===== src/rtl/vxm_issue_sequencer.sv =====
// Issue sequencer for the VXM: takes one opcode, two operand beats, pulses the VXM,
// waits out its latency and hands the captured result to a valid/ready stream.
module vxm_issue_sequencer #(
    parameter int unsigned MIN_VEC_LENGTH = 16,
    parameter int unsigned VXM_LATENCY    = 1,
    parameter int unsigned CNT_WIDTH      = 16
) (
    input  logic                      clk,
    input  logic                      rst,
    input  logic                      instr_valid,
    output logic                      instr_ready,
    input  logic [1:0]                instr_op,
    input  logic                      opnd_valid,
    output logic                      opnd_ready,
    input  logic [MIN_VEC_LENGTH-1:0] opnd_data,
    output logic                      vxm_enable,
    output logic [1:0]                operation,
    output logic [MIN_VEC_LENGTH-1:0] operand1,
    output logic [MIN_VEC_LENGTH-1:0] operand2,
    input  logic [MIN_VEC_LENGTH-1:0] vxm_result,
    output logic                      res_valid,
    input  logic                      res_ready,
    output logic [MIN_VEC_LENGTH-1:0] res_data,
    output logic                      res_err,
    output logic [CNT_WIDTH-1:0]      done_count
);

    localparam int unsigned LatW = $clog2(VXM_LATENCY + 1);

    typedef enum logic [2:0] {
        StIdle,
        StFetchA,
        StFetchB,
        StIssue,
        StWait,
        StResult
    } state_e;

    state_e                    state_q, state_d;
    logic                      instr_ready_q, opnd_ready_q;
    logic [1:0]                op_q, op_d;
    logic [MIN_VEC_LENGTH-1:0] opa_q, opa_d;
    logic [MIN_VEC_LENGTH-1:0] opb_q, opb_d;
    logic [LatW-1:0]           lat_q, lat_d;
    logic [MIN_VEC_LENGTH-1:0] res_data_q, res_data_d;
    logic                      res_err_q, res_err_d;
    logic [CNT_WIDTH-1:0]      done_q, done_d;

    always_comb begin
        state_d    = state_q;
        op_d       = op_q;
        opa_d      = opa_q;
        opb_d      = opb_q;
        lat_d      = lat_q;
        res_data_d = res_data_q;
        res_err_d  = res_err_q;
        done_d     = done_q;
        unique case (state_q)
            StIdle: begin
                if (instr_valid && instr_ready_q) begin
                    op_d    = instr_op;
                    state_d = StFetchA;
                end
            end
            StFetchA: begin
                if (opnd_valid && opnd_ready_q) begin
                    opa_d   = opnd_data;
                    state_d = StFetchB;
                end
            end
            StFetchB: begin
                if (opnd_valid && opnd_ready_q) begin
                    opb_d = opnd_data;
                    // Illegal opcodes never reach the VXM; they report an error result.
                    if (op_q == 2'b11) begin
                        res_data_d = '0;
                        res_err_d  = 1'b1;
                        state_d    = StResult;
                    end else begin
                        state_d = StIssue;
                    end
                end
            end
            StIssue: begin
                lat_d   = LatW'(VXM_LATENCY);
                state_d = StWait;
            end
            StWait: begin
                if (lat_q == LatW'(1)) begin
                    res_data_d = vxm_result;
                    res_err_d  = 1'b0;
                    state_d    = StResult;
                end else begin
                    lat_d = lat_q - LatW'(1);
                end
            end
            StResult: begin
                if (res_ready) begin
                    done_d  = done_q + CNT_WIDTH'(1);
                    state_d = StIdle;
                end
            end
            default: state_d = StIdle;
        endcase
    end

    always_ff @(posedge clk) begin
        if (rst) begin
            state_q       <= StIdle;
            instr_ready_q <= 1'b0;
            opnd_ready_q  <= 1'b0;
            op_q          <= '0;
            opa_q         <= '0;
            opb_q         <= '0;
            lat_q         <= '0;
            res_data_q    <= '0;
            res_err_q     <= 1'b0;
            done_q        <= '0;
        end else begin
            state_q       <= state_d;
            instr_ready_q <= (state_d == StIdle);
            opnd_ready_q  <= (state_d == StFetchA) || (state_d == StFetchB);
            op_q          <= op_d;
            opa_q         <= opa_d;
            opb_q         <= opb_d;
            lat_q         <= lat_d;
            res_data_q    <= res_data_d;
            res_err_q     <= res_err_d;
            done_q        <= done_d;
        end
    end

    assign instr_ready = instr_ready_q;
    assign opnd_ready  = opnd_ready_q;
    assign vxm_enable  = (state_q == StIssue);
    assign res_valid   = (state_q == StResult);
    assign operation   = op_q;
    assign operand1    = opa_q;
    assign operand2    = opb_q;
    assign res_data    = res_data_q;
    assign res_err     = res_err_q;
    assign done_count  = done_q;

endmodule

===== config.mk =====
export PLATFORM = sky130hd
export DESIGN_NAME = vxm_issue_sequencer
export DESIGN_NICKNAME = d
export VERILOG_FILES = /design/src/rtl/vxm_issue_sequencer.sv
export SDC_FILE = /design/constraint.sdc
export NUM_CORES = 1
export LEC_CHECK = 0
export BUFFER_PORTS_ARGS = -buffer_cell sky130_fd_sc_hd__buf_4
export CAP_MARGIN = 10
export CORE_AREA = 3 3 84 86
export DETAILED_ROUTE_END_ITERATION = 7
export DIE_AREA = 0 0 87 89
export PLACE_DENSITY = 0.79
export SLEW_MARGIN = 15
export SYNTH_ARGS = -nofsm -noshare
export SYNTH_HDL_FRONTEND = slang
export SYNTH_SLANG_ARGS = --single-unit

===== constraint.sdc =====
create_clock -name clk -period 1.5 [get_ports clk]
set_input_delay 0.3 -clock clk [delete_from_list [all_inputs] [get_ports clk]]
set_output_delay 0.3 -clock clk [all_outputs]
set_load 0.05 [all_outputs]

# After elaboration in Yosys (flattened, before gate mapping)
# Index checks and enable logic that the tools add are counted.
dict set report totals {
  register_bits 73
  input_bits 39
  out_inout_bits 71
  word_cells 52
}
dict set report classes {
  addsub 2
  eq_ne 11
  n_mux 17
  reduce_logical 12
}
# operator n
set ops {}
lappend ops {{16-bit two-way mux} 3}
lappend ops {{16-bit case mux with 2 select lines} 1}
lappend ops {{3-bit two-way mux} 6}
lappend ops {{3-bit case mux with 6 select lines} 1}
lappend ops {{16-bit by 1-bit adder with 16-bit output, second input constant} 1}
lappend ops {{3-bit by 2-bit == test with 1-bit output, second input constant} 3}
lappend ops {{2-bit AND reduction} 4}
lappend ops {{3-bit by 1-bit == test with 1-bit output, second input constant} 2}
lappend ops {{3-bit == test, second input constant} 2}
lappend ops {{3-bit logical NOT} 2}
lappend ops {{2-bit inequality test, second input constant} 3}
lappend ops {{1-bit two-way mux} 4}
lappend ops {{1-bit case mux with 2 select lines} 2}
lappend ops {{4-bit AND reduction} 1}
lappend ops {{2-bit nonzero test} 2}
lappend ops {{2-bit == test, second input constant} 1}
lappend ops {{1-bit logical AND} 2}
lappend ops {{1-bit logical OR} 1}
lappend ops {{1-bit subtractor, second input constant} 1}

# Longest topological paths before layout
dict set report depth {
  depth_word 6
  ltp_mapped 8
  depth_no_buf 5
}

# Least setup slack after synthesis
# OpenSTA, ideal clock, no wires.
dict set report synth_timing {
  kind {register -> register}
  start {register done_q[3] (netlist: done_count[3])}
  end {register done_q[13] (netlist: done_count[13])}
  setup_time_ns 0.128
  t_arrival_ns 1.743
  t_required_ns 1.372
  setup_slack_ns -0.371
  path_stages_with_launch 6
  n_path_buf 0
  period_less_slack_ns 1.871
  cell_sequence {dfxtp_1 > nand4_1 > nor4_1 > nand3_1 > xor2_1 > nor2_1}
}
dict set report synth_between {
  elab_chain_len 1
}
# element line
set synth_lines {}
lappend synth_lines {{start: declaration} 47} ;# logic [CNT_WIDTH-1:0] done_q, done_d;
lappend synth_lines {{start signal: assignment} 129} ;# done_q <= done_d;
lappend synth_lines {{16-bit by 1-bit adder with 16-bit output} 99} ;# done_d = done_q + CNT_WIDTH'(1);
# No other way between the ends.
# A chain may end at the register's enable or synchronous reset.

# Worst setup path after layout
dict set report layout_timing {
  start {register state_q[0]}
  end {output port res_valid}
}
dict set report layout_between {
  elab_chain_len 1
}
# element line
set layout_lines {}
lappend layout_lines {{start: declaration} 39} ;# state_e state_q, state_d;
lappend layout_lines {{start signal: assignment} 109} ;# state_q <= StIdle;
lappend layout_lines {{start signal: assignment} 120} ;# state_q <= state_d;
lappend layout_lines {{3-bit == test} 136} ;# assign res_valid = (state_q == StResult);
lappend layout_lines {{end: declaration} 21} ;# output logic res_valid,
# No other way between the ends.

==> results.sh <==
export IMPL_critPathMaxStageDelay_ns=0.40
export IMPL_clock_sinks=73
export IMPL_vias_per_cell=5.05
export IMPL_ff2ff_setup_slack_ns=0.03
export IMPL_fin_cells=530
export IMPL_drt_initial_drc_count=89
export IMPL_cts_buffers=9
export IMPL_arrival_ns=1.19
export IMPL_core_area_mm2=0.00635
export IMPL_totalWireLength_um=7560
export IMPL_synth_xor_area_share_pct=4.46
export IMPL_crit_chain="nor2b_4, and2_4, buf_8"
export IMPL_synthToLayoutAreaGrowth_pct=53.8
export IMPL_worst_r2r_endpoint="res_data[6]"
export IMPL_worstSetupPathType="reg -> out"
export IMPL_tns_ns=0
export IMPL_cts_tree="built"
export IMPL_startpoint_type="register"
export IMPL_synth_edff_count=0
export IMPL_die_area_mm2=0.00774
export IMPL_layout_min_cycle_time_ns=1.49
export IMPL_ys_types=35
export IMPL_ant_nets=0
export IMPL_path_clk_slew_ns=0.07
export IMPL_start_util_pct=43.3
export IMPL_dr_pass1_iters=4
export IMPL_grt_pass1_wl_um=11600
export IMPL_fin_area_mm2=0.00423
export IMPL_synthFlopType="dfxtp_1"
export IMPL_max_freq_ghz=0.672
export IMPL_avgSynthCellArea_um2=8.51
export IMPL_reg2reg_from="state_q[0]"
export IMPL_fin_util_pct=66.6
export IMPL_antenna_found_initial=0
export IMPL_ctsHoldBuffers=0
export IMPL_p_per_area_mw_per_mm2=903
export IMPL_grt_pass1_vias=2569
export IMPL_synth_most_common_cell="nand2_1"
export IMPL_synth_mux_area_fraction_pct=0.728
export IMPL_num_nets_final=488
export IMPL_min_path_cells=3
export IMPL_crit_family="flip-flops"
export IMPL_diodes=0
export IMPL_hp_class="in -> reg"
export IMPL_drive_gt1_share_pct=45.0
export IMPL_postSynthCellCount=323
export IMPL_p_leak_nw=1.75
export IMPL_setup_viol=0
export IMPL_syn_nets=363
export IMPL_required_ns=1.20
export IMPL_peakVddDrop_v=0.000558
export IMPL_core_rowCount=29
export IMPL_die_width_um=87
export IMPL_synth_top_area_share_pct=53.2
export IMPL_cp_max_fo=8
export IMPL_yosys_warnings=0
export IMPL_drv_slew=0
export IMPL_synth_compound_area_share_pct=12.8
export IMPL_synth_top_family_by_area="simple AND/OR/NAND/NOR gates"
export IMPL_yosysSeqAreaShare_pct=53.2
export IMPL_hp_start="instr_op[0]"
export IMPL_grt_overflow_total=0
export IMPL_worstRegToRegCells=6
export IMPL_worst_hold_slack_ns=0.209
export IMPL_post_dp_hpwl_um=5250
export IMPL_routedWlPerCell_um=14.3
export IMPL_clock_latency_ns=0.34
export IMPL_synth_area_leaders="dfxtp_1, nand2_1, a21oi_1"
export IMPL_root_buffer="clkbuf_8"
export IMPL_synth_area_mm2=0.00275
export IMPL_yosys_area_share_simple_pct=24.8
export IMPL_rsz0062_at_grt="yes"
export IMPL_post_dp_cell_area_mm2=0.00380
export IMPL_route_detailed_drc=0
export IMPL_grt_max_degree=43
export IMPL_portBuffers=109
export IMPL_nFillCells=525
export IMPL_yosys_area_top_type="dfxtp_1"
export IMPL_cpMaxStageDelayCell="dfxtp_4"
export IMPL_fin_crit_sh_pct=99.2
export IMPL_status="finished clean"
export IMPL_place_congestion=0.791
export IMPL_p_total_mw=3.81
export IMPL_endpoint_kind="output pin"
export IMPL_ys_seq_elements=73
export IMPL_io_pins=110
export IMPL_finalHoldViolCount=0
export IMPL_async_flop_share_pct=0
export IMPL_synthTopCellsByCount="nand2_1, dfxtp_1, nor2_1"
export IMPL_htree_levels=3
export IMPL_synth_adder_area_share_pct=0.455
export IMPL_cp_num_buf_inv=1
export IMPL_skew_ns=0.0107
export IMPL_tightest_slew_ns=0.456
export IMPL_grt_usage_pct=18.9
export IMPL_whs_endpoint="operation[0]"
export IMPL_place_ws_ns=-0.200
export IMPL_dpl_cell_count=501
export IMPL_cap_violations=0
export IMPL_setup_ws_ns=0.0126
export IMPL_cts_buffer_depth=2
export IMPL_vias=2678
export IMPL_relSlewSlack_pct=69.6
export IMPL_die_y_um=89
## per-layer routing
metal | wire (um) | part of all wire [%] | GRT usage, % | vias up
met1 | 3040 | 40 | 21.7 | 1279
met2 | 4080 | 54 | 34.3 | 64
met3 | 349 | 4.6 | 3.32 | 9
li1 | - | - | - | 1326
met4 | 93 | 1.2 | 8.50 | 0
met5 | 0 | 0 | 0 | -
## cell usage in the layout, fill, tap and decap left out, drive strengths merged, types with 2 or more instances in the layout
cell type / netlist / final
dfxtp: 73 / 73
clkinv: 0 / 3
and3: 2 / 2
a21oi: 34 / 34
nor2: 44 / 44
inv: 2 / 3
nor3: 4 / 4
nand4: 6 / 6
xnor2: 4 / 4
nor2b: 2 / 2
buf: 10 / 135
nand2: 77 / 77
nor4: 3 / 3
and2: 2 / 2
xor2: 10 / 10
clkbuf: 11 / 11
or3: 2 / 2
a22oi: 16 / 16
mux2i: 2 / 2
nand3: 6 / 6
## power breakdown
group | internal (mW) | total (mW) | switching [mW]
logic | 0.134 | 0.289 | 0.155
registers | 1.95 | 1.97 | 0.0194
clock network | 0.862 | 1.56 | 0.697
## final cells by class
cell class / instances / area, um2 / share of cell area (%)
Clock buffer: 11 / 153 / 3.61
Clock inverter: 5 / 51.3 / 1.21
Inverter: 2 / 7.51 / 0.178
Multi-Input combinational cell: 227 / 1360 / 32.1
Sequential cell: 73 / 1500 / 35.5
Tap cell: 77 / 96.3 / 2.28
Timing Repair Buffer: 135 / 1060 / 25.1
## state kept, by name, indices dropped and copies added (netlist names)
signal,count
opnd_ready,1
res_err,1
done_count,16
res_data,16
operand2,16
state_q,3
instr_ready,1
lat_q,1
operation,2
operand1,16
## worst register-to-register path, stage by stage, from the launching register on
cell     delay [ns]
dfxtp_4        0.38
buf_4          0.15
nor3_4         0.32
a31oi_4        0.15
buf_6          0.17
a22oi_2        0.12
nor2_1         0.06
## cells by family after synthesis
logic type | after synthesis
AOI/OAI and AO/OA | 56
xor gates and xnor gates | 14
buffers and inverters | 23
and+or+nand+nor | 154
DFF | 73
muxes | 2
adders and majority gates | 1
## worst max-delay path by stage
stage,slack [ns],to,startpoint,depth (start not counted)
after floorplan,-0.03,operand1[0],state_q[0],8
after global placement,-0.09,res_data[3],state_q[0],5
after detailed placement,-0.20,res_data[4],state_q[0],5
after CTS,-0.01,res_valid,state_q[0],3
after global routing,-0.07,done_count[9],state_q[1],4
final,0.01,res_valid,state_q[0],3
## timing repair
| action | CTS | global route |
|---|---|---|
| resized for setup | 12 | 19 |
| hold endpoints to repair | 0 | 0 |
| pin swaps | 3 | 9 |
| setup endpoints to repair | 45 | 39 |
| cloned | 0 | 0 |
| setup buffers | 3 | 10 |
Note: power is estimated with default switching activity, not from simulation.
